$ cat src/rtl/edge_link_arbiter.sv
// edge_link_arbiter: shares one Edge pixel filter between the UART and SPI
// receive links. Each link has a one-byte holding slot; a round-robin FSM
// issues one pixel at a time to Edge and routes the filtered byte back to
// the link it came from.
module edge_link_arbiter #(
    parameter int unsigned EDGE_LAT = 2
) (
    input  logic       clk,
    input  logic       rst_n,
    input  logic       uart_rx_valid,
    input  logic [7:0] uart_rx_data,
    input  logic       uart_tx_busy,
    output logic       uart_tx_start,
    output logic [7:0] uart_tx_data,
    input  logic       spi_rx_valid,
    input  logic [7:0] spi_rx_data,
    output logic [7:0] spi_tx_data,
    output logic       edge_en,
    output logic [7:0] edge_pixel_in,
    input  logic [7:0] edge_pixel_out,
    output logic [7:0] drop_count,
    output logic       busy
);

    typedef enum logic [1:0] {
        ST_IDLE,
        ST_ISSUE,
        ST_WAIT,
        ST_DELIVER
    } state_t;

    state_t     r_state;
    logic       r_grant_uart;
    logic       r_last_uart;
    logic [3:0] r_cnt;
    logic [7:0] r_result;
    logic [7:0] r_spi_tx;

    logic       r_uart_pend;
    logic [7:0] r_uart_byte;
    logic       r_spi_pend;
    logic [7:0] r_spi_byte;
    logic [7:0] r_drop;

    logic       w_issue;
    logic       w_uart_clr;
    logic       w_spi_clr;
    logic       w_uart_drop;
    logic       w_spi_drop;
    logic [8:0] w_drop_sum;

    assign w_issue    = (r_state == ST_ISSUE);
    assign w_uart_clr = w_issue & r_grant_uart;
    assign w_spi_clr  = w_issue & ~r_grant_uart;
    // A slot being issued this cycle counts as free, so a same-cycle pulse reloads it
    assign w_uart_drop = uart_rx_valid & r_uart_pend & ~w_uart_clr;
    assign w_spi_drop  = spi_rx_valid & r_spi_pend & ~w_spi_clr;
    assign w_drop_sum  = {1'b0, r_drop} + {8'b0, w_uart_drop} + {8'b0, w_spi_drop};

    // UART holding slot: load when free, clear when issued
    always_ff @(posedge clk or negedge rst_n) begin
        if (!rst_n) begin
            r_uart_pend <= 1'b0;
            r_uart_byte <= '0;
        end else if (uart_rx_valid && (!r_uart_pend || w_uart_clr)) begin
            r_uart_pend <= 1'b1;
            r_uart_byte <= uart_rx_data;
        end else if (w_uart_clr) begin
            r_uart_pend <= 1'b0;
        end
    end

    // SPI holding slot: load when free, clear when issued
    always_ff @(posedge clk or negedge rst_n) begin
        if (!rst_n) begin
            r_spi_pend <= 1'b0;
            r_spi_byte <= '0;
        end else if (spi_rx_valid && (!r_spi_pend || w_spi_clr)) begin
            r_spi_pend <= 1'b1;
            r_spi_byte <= spi_rx_data;
        end else if (w_spi_clr) begin
            r_spi_pend <= 1'b0;
        end
    end

    // Saturating overflow counter, up to two drops per cycle
    always_ff @(posedge clk or negedge rst_n) begin
        if (!rst_n) begin
            r_drop <= '0;
        end else begin
            r_drop <= w_drop_sum[8] ? 8'hFF : w_drop_sum[7:0];
        end
    end

    // Arbitration FSM: grant, issue, wait for Edge latency, deliver
    always_ff @(posedge clk or negedge rst_n) begin
        if (!rst_n) begin
            r_state      <= ST_IDLE;
            r_grant_uart <= 1'b0;
            r_last_uart  <= 1'b0;
            r_cnt        <= '0;
            r_result     <= '0;
            r_spi_tx     <= '0;
        end else begin
            case (r_state)
                ST_IDLE: begin
                    if (r_uart_pend || r_spi_pend) begin
                        r_grant_uart <= r_uart_pend & (~r_spi_pend | ~r_last_uart);
                        r_state      <= ST_ISSUE;
                    end
                end
                ST_ISSUE: begin
                    r_last_uart <= r_grant_uart;
                    r_cnt       <= 4'(EDGE_LAT - 1);
                    r_state     <= ST_WAIT;
                end
                ST_WAIT: begin
                    if (r_cnt == 4'd0) begin
                        r_result <= edge_pixel_out;
                        r_state  <= ST_DELIVER;
                    end else begin
                        r_cnt <= r_cnt - 4'd1;
                    end
                end
                ST_DELIVER: begin
                    if (!r_grant_uart) begin
                        r_spi_tx <= r_result;
                        r_state  <= ST_IDLE;
                    end else if (!uart_tx_busy) begin
                        r_state <= ST_IDLE;
                    end
                end
                default: r_state <= ST_IDLE;
            endcase
        end
    end

    assign edge_en       = w_issue;
    assign edge_pixel_in = w_issue ? (r_grant_uart ? r_uart_byte : r_spi_byte) : 8'h00;
    assign uart_tx_start = (r_state == ST_DELIVER) & r_grant_uart & ~uart_tx_busy;
    assign uart_tx_data  = r_result;
    assign spi_tx_data   = r_spi_tx;
    assign drop_count    = r_drop;
    assign busy          = (r_state != ST_IDLE) | r_uart_pend | r_spi_pend;

endmodule
$ cat config.mk
export PLATFORM = sky130hd
export DESIGN_NAME = edge_link_arbiter
export DESIGN_NICKNAME = d
export VERILOG_FILES = /design/src/rtl/edge_link_arbiter.sv
export SDC_FILE = /design/constraint.sdc
export NUM_CORES = 1
export LEC_CHECK = 0
export ABC_CLOCK_PERIOD_IN_PS = 5980
export BUFFER_PORTS_ARGS = -buffer_cell sky130_fd_sc_hd__buf_2
export CAP_MARGIN = 20
export CORE_MARGIN = 4
export CORE_UTILIZATION = 45
export CTS_BUF_LIST = sky130_fd_sc_hd__clkbuf_8
export DETAILED_ROUTE_END_ITERATION = 8
export GPL_TIMING_DRIVEN = 0
export PLACE_DENSITY = 0.71
export SLEW_MARGIN = 20
export SYNTH_ARGS = -nofsm -noshare
export SYNTH_HDL_FRONTEND = slang
export SYNTH_SLANG_ARGS = --single-unit
$ cat constraint.sdc
create_clock -name clk -period 5.98 [get_ports clk]
set_input_delay 0.299 -clock clk [delete_from_list [all_inputs] [get_ports clk]]
set_output_delay 0.299 -clock clk [all_outputs]
set_load 0.01 [all_outputs]
# Word-level counts from Yosys, hierarchy flattened
# Cells that the tools add are included.
[op_classes]
eq_ne = 7
n_mux = 14
bitwise_logic = 18
reduce_logical = 18
n_addsub = 3
[op_table]
columns = ["cell", "count"]
rows = [
  ["8-bit 2-to-1 mux", 3],
  ["8-bit by 1-bit adder with 9-bit output", 1],
  ["9-bit by 1-bit adder with 9-bit output", 1],
  ["1-bit AND", 9],
  ["2-bit 2-to-1 mux", 4],
  ["2-bit one-hot mux with 4 select lines", 1],
  ["4-bit one-hot mux with 2 select lines", 1],
  ["2-bit AND reduction", 4],
  ["2-bit nonzero test", 4],
  ["2-bit != test, second input constant", 3],
  ["1-bit inverter", 6],
  ["2-bit == test, second input constant", 2],
  ["4-bit logical NOT", 1],
  ["1-bit 2-to-1 mux", 4],
  ["4-bit 2-to-1 mux", 1],
  ["4-bit by 1-bit subtractor with 4-bit output, second input constant", 1],
  ["1-bit logical OR", 3],
  ["3-bit != test, second input constant", 1],
  ["1-bit bitwise OR", 3],
  ["3-bit AND reduction", 1],
  ["2-bit by 1-bit == test with 1-bit output, second input constant", 1],
  ["1-bit logical AND", 2],
  ["1-bit logical NOT", 2],
  ["2-bit logical NOT", 1],
]
[totals]
inputBits = 29
regBits = 50

# Depth between registers and ports, before layout
[logic_depth]
depth_word = 7
depth_mapped = 10

# Worst setup path after synthesis
# OpenSTA, ideal clock, no wires.
[synth_path]
path_type = "register to register"
from = "register r_state[1]"
to = "register r_drop[6], in the netlist drop_count[6]"
path_buffers = 1
setup_time_ns = 0.125
path_stages_with_launch = 11
slack_ns = 3.584
t_arrival_ns = 2.271
cell_sequence = "dfrtp_1 > inv_1 > ha_1 > nand2b_1 > nand2_1 > nor2_1 > fa_1 > and4_1 > clkbuf_1 > and3_1 > mux2_2"
[synth_between]
elab_chain_len = 7
word_cells_on_any_way = 10
cone_classes = "add/sub: 2; eq/ne: 1; mux: 1; bitwise: 6"
[synth_rtl]
columns = ["element", "line_no", "text"]
rows = [
  ["start, declared", "32", "state_t r_state;"],
  ["start signal, assigned", "98", "r_state <= ST_IDLE;"],
  ["start signal, assigned", "109", "r_state <= ST_ISSUE;"],
  ["start signal, assigned", "115", "r_state <= ST_WAIT;"],
  ["2-bit by 1-bit == test with 1-bit output *", "52", "assign w_issue = (r_state == ST_ISSUE);"],
  ["via edge_en", "18", "output logic edge_en,"],
  ["1-bit AND", "53", "assign w_uart_clr = w_issue & r_grant_uart;"],
  ["1-bit inverter", "56", "assign w_uart_drop = uart_rx_valid & r_uart_pend & ~w_uart_clr;"],
  ["1-bit AND", "56", ""],
  ["8-bit by 1-bit adder with 9-bit output", "58", "assign w_drop_sum = {1'b0, r_drop} + {8'b0, w_uart_drop} + {8'b0, w_spi_drop};"],
  ["9-bit by 1-bit adder with 9-bit output *", "58", ""],
  ["8-bit 2-to-1 mux *", "91", "r_drop <= w_drop_sum[8] ? 8'hFF : w_drop_sum[7:0];"],
  ["end signal, assigned", "91", ""],
  ["end, declared", "43", "logic [7:0] r_drop;"],
]
# The timed path passes the listed nets; every way through them passes the cells marked *.
# A chain may end at the register's enable or synchronous reset.

# Worst setup path in the final report
[layout_path]
from = "register r_state[1]"
to = "register r_drop[6], in the netlist drop_count[6]"
[layout_between]
elab_chain_len = 7
word_cells_on_any_way = 10
cone_classes = "add/sub: 2; eq/ne: 1; mux: 1; bitwise: 6"
[layout_rtl]
columns = ["element", "line_no"]
rows = [
  ["2-bit by 1-bit == test with 1-bit output *", "52"],
  ["1-bit AND", "53"],
  ["1-bit inverter", "56"],
  ["1-bit AND", "56"],
  ["8-bit by 1-bit adder with 9-bit output", "58"],
  ["9-bit by 1-bit adder with 9-bit output *", "58"],
  ["8-bit 2-to-1 mux *", "91"],
]
# Mark *: on every way between the ends. The rest lies on a longest branch, timed or not.

==> reports/results.tsv <==
stage	metric	value	unit
synth	synth_mux_area_frac	0.221	
clocking	root_buffer	clkbuf_8	
timing	setup_viol	0	
synth	post_synth.cell_area_avg	12.7	sq um
drt	routed_wl	4290	um
worst_setup_path	path_delay_family	adder cells	
worst_setup_path	critPathBufInv	2	
floorplan	dieWidth	78.7	um
synth	synth_top_family_by_area	multiplexers	
synth	synth_flop_cell	dfrtp_1	
clocking	cts_buffers	5	
clocking	cts_setup_buffers	0	
drt	drtAntennaViolNets	0	
grt	top_usage_layer	met2	
placement	dp_hpwl	3220	um
worst_setup_path	r2r_start	r_state[1]$_DFFE_PN0P_	
timing	rsz0062_at_grt	false	
floorplan	rows	25	
worst_setup_path	cp_max_fo	8	
power	power_density	543	nW/um^2
layout	final_cell_area	2740	sq um
layout	drive_gt1_frac	0.452	
synth	synth_area	2250	sq um
timing	drv_slew	0	
floorplan	pin_count	64	
clocking	htree_levels	2	
drt	drc_errors	0	
timing	hold_viol_final	0	
grt	grt_use_met1	0.175	
power	ir_drop	0.289	mV
worst_setup_path	critPathCaptureType	flop	
timing	fmax	0.388	GHz
synth	yosys.area_share.adder	0.0422	
grt	grt_start_max_net_pins	51	
synth	ys_seq_area_frac	0.556	
worst_setup_path	worst_setup_path_start_kind	flop	
synth	synth_seq_cells	50	
clocking	cts.clk_slew.worst_paths	0.09	ns
synth	synth_xor_area_frac	0.00778	
worst_setup_path	slowest_delay	0.45	ns
timing	relSlewSlack	0.586	
synth	synthSimpleGateAreaFrac	0.105	
synth	synth_edf_count	0	
floorplan	die_y	78.7	um
synth	synth_compound_area_frac	0.0495	
placement	portBuffers	63	
clocking	clock_latency	0.31	ns
layout	syn_to_final_growth	21.8	%
job	cap_viol_max_count	0	
hold_path	hp-class	in -> async	
floorplan	start_util	0.470	
placement	dpl_worst_slack	3.40	ns
worst_setup_path	path_cells	inv_1, ha_1, nand2b_1, nand2_1, nor2_1, fa_1, and4_1, clkbuf_1, and3_1, mux2_2	
worst_setup_path	arrival	2.78	ns
worst_setup_path	critPathRequiredTime	6.18	ns
drt	drtIter0Drc	75	
timing	period_needed	2.58	ns
clocking	cts.repair.resized	0	
synth	synthCells	177	
worst_setup_path	r2r_cells	10	
clocking	cts.sinks	50	
floorplan	core	4790	sq um
drt	wl_per_cell	13.6	um
layout	n_fill_cell	411	
clocking	cts_tree	yes	
synth	yosysUniqueCellTypes	29	
grt	grt_util_met2	0.246	
clocking	cts_hold_buffers	0	
drt	vias	1540	
synth	async_flop_share	1.00	
worst_setup_path	crit_slowest_cell	fa_1	
layout	regArea	1250	sq um
timing	timing.final.crit_share	0.431	
grt	gr-total-overflow	0	
worst_setup_path	reg2reg_slack	3.40	ns
timing	tightest_slew	0.620	ns
layout	multi_input_area	956	sq um
timing	finClkSkew	0.00861	ns
clocking	clock_path_buffers	2	
floorplan	die-area	6200	sq um
grt	grt_usage	0.146	
worst_setup_path	rr_endpoint	drop_count[6]$_DFF_PN0_	
timing	setup_tns	0	ns
placement	routabilityCongestion	0.721	
layout	diodes	0	
synth	yosysWarnings	0	
worst_setup_path	critPathKind	reg -> reg	
grt	grt_pass1_vias	1542	
timing	setup_slack	3.40	ns
drt	drt_pass1_iterations	4	
grt	met3_usage	0.0363	
run_status	status	finished clean	
power	p_leak	1.37	nW
synth	syn-num-nets	213	
grt	antenna_found_initial	0	
drt	drt-vias-per-instance	4.89	
layout	fin_nets	283	
grt	grt_pass1_wl	7010	um
placement	place_area	2650	sq um
-- worst register-to-register path, stage by stage, from the launching register on --
cell and delay [ns]:
dfrtp_1 0.43, inv_1 0.09, ha_1 0.33, nand2b_1 0.14
nand2_1 0.11, nor2_1 0.06, fa_1 0.45, and4_1 0.22
clkbuf_1 0.15, and3_1 0.22, mux2_2 0.26
-- layer usage --
layer / vias up / wire, um
li1: 750 / -
met1: 754 / 1880
met2: 25 / 2150
met3: 11 / 171
met4: 0 / 79
met5: - / 0
-- cell usage in the layout, fill, tap and decap left out, drive strengths merged, types with 2 or more instances in the layout --
master / instances
a21o: 2
a21oi: 5
and3: 4
buf: 65
clkbuf: 7
clkinv: 2
dfrtp: 50
ha: 6
inv: 7
mux2: 34
mux2i: 11
nand2: 12
nand2b: 6
nand3: 2
nor2: 15
nor3: 2
o21ai: 5
xnor2: 2
-- cells in the mapped netlist (2+ instances only) --
cell | count | area, sq um
xnor2_1 | 2 | 17.5
a21oi_1 | 4 | 20.0
nor3_1 | 2 | 10.0
dfrtp_1 | 50 | 1250
buf_2 | 2 | 10.0
nand2_1 | 12 | 45.0
a21o_1 | 2 | 15.0
mux2i_1 | 11 | 110
nand3_1 | 2 | 10.0
nor2_1 | 15 | 56.3
ha_1 | 6 | 75.1
nand2b_1 | 6 | 37.5
and3_1 | 4 | 25.0
inv_1 | 7 | 26.3
clkbuf_1 | 2 | 7.51
mux2_2 | 33 | 372
o21ai_0 | 5 | 25.0
-- per-stage QoR --
stage | hold WS, ns | std cells | utilization | total power, mW
3_5_place_dp | 0.480 | 307 | 0.554 | 1.32
5_1_grt | 0.0502 | 315 | 0.573 | 1.61
2_1_floorplan | 0.00341 | 177 | - | 1.09
3_3_place_gp | 0.485 | 307 | 0.554 | 1.29
4_1_cts | 0.201 | 315 | 0.573 | 1.51
6_report | 0.00236 | 315 | 0.573 | 1.49
-- registers in the layout, summed over array words and instances, names as in the netlist --
signal	flops
uart_tx_data	8
r_state	2
r_uart_pend	1
r_cnt	4
drop_count	8
r_spi_byte	8
r_grant_uart	1
r_spi_pend	1
r_uart_byte	8
spi_tx_data	8
r_last_uart	1
-- cell type report --
class / count / area share
Clock inverter: 3 / 0.00776
Inverter: 7 / 0.00958
Sequential cell: 50 / 0.456
Buffer: 4 / 0.00639
Tap cell: 67 / 0.0306
Multi-Input combinational cell: 116 / 0.349
Timing Repair Buffer: 63 / 0.116
Clock buffer: 5 / 0.0251
-- where the power goes --
| part | switching (mW) | total [mW] | internal, mW | leakage [nW] |
|---|---|---|---|---|
| logic | 0.322 | 0.673 | 0.352 | 0.734 |
| registers | 0.112 | 0.623 | 0.510 | 0.588 |
| clock network | 0.113 | 0.195 | 0.0822 | 0.0441 |
| total | 0.547 | 1.49 | 0.944 | 1.37 |
-- worst max-delay path by stage --
stage,cells past startpoint,start,end
floorplan,10,r_state[1]$_DFFE_PN0P_,drop_count[6]$_DFF_PN0_
global placement,10,r_state[1]$_DFFE_PN0P_,drop_count[6]$_DFF_PN0_
detailed placement,10,r_state[1]$_DFFE_PN0P_,drop_count[6]$_DFF_PN0_
CTS,10,r_state[1]$_DFFE_PN0P_,drop_count[6]$_DFF_PN0_
global route,10,r_state[1]$_DFFE_PN0P_,drop_count[6]$_DFF_PN0_
finish,10,r_state[1]$_DFFE_PN0P_,drop_count[6]$_DFF_PN0_
-- kinds of logic (layout without fill, tap and decap cells) --
kind of cell	after synthesis	count (layout)
and+or+nand+nor	47	47
adders and majority gates	7	7
AOI/OAI and AO/OA	15	15
DFF	50	50
xor gates and xnor gates	2	2
muxes	45	45
buffers and inverters	11	82
(Power assumes the default switching activity.)
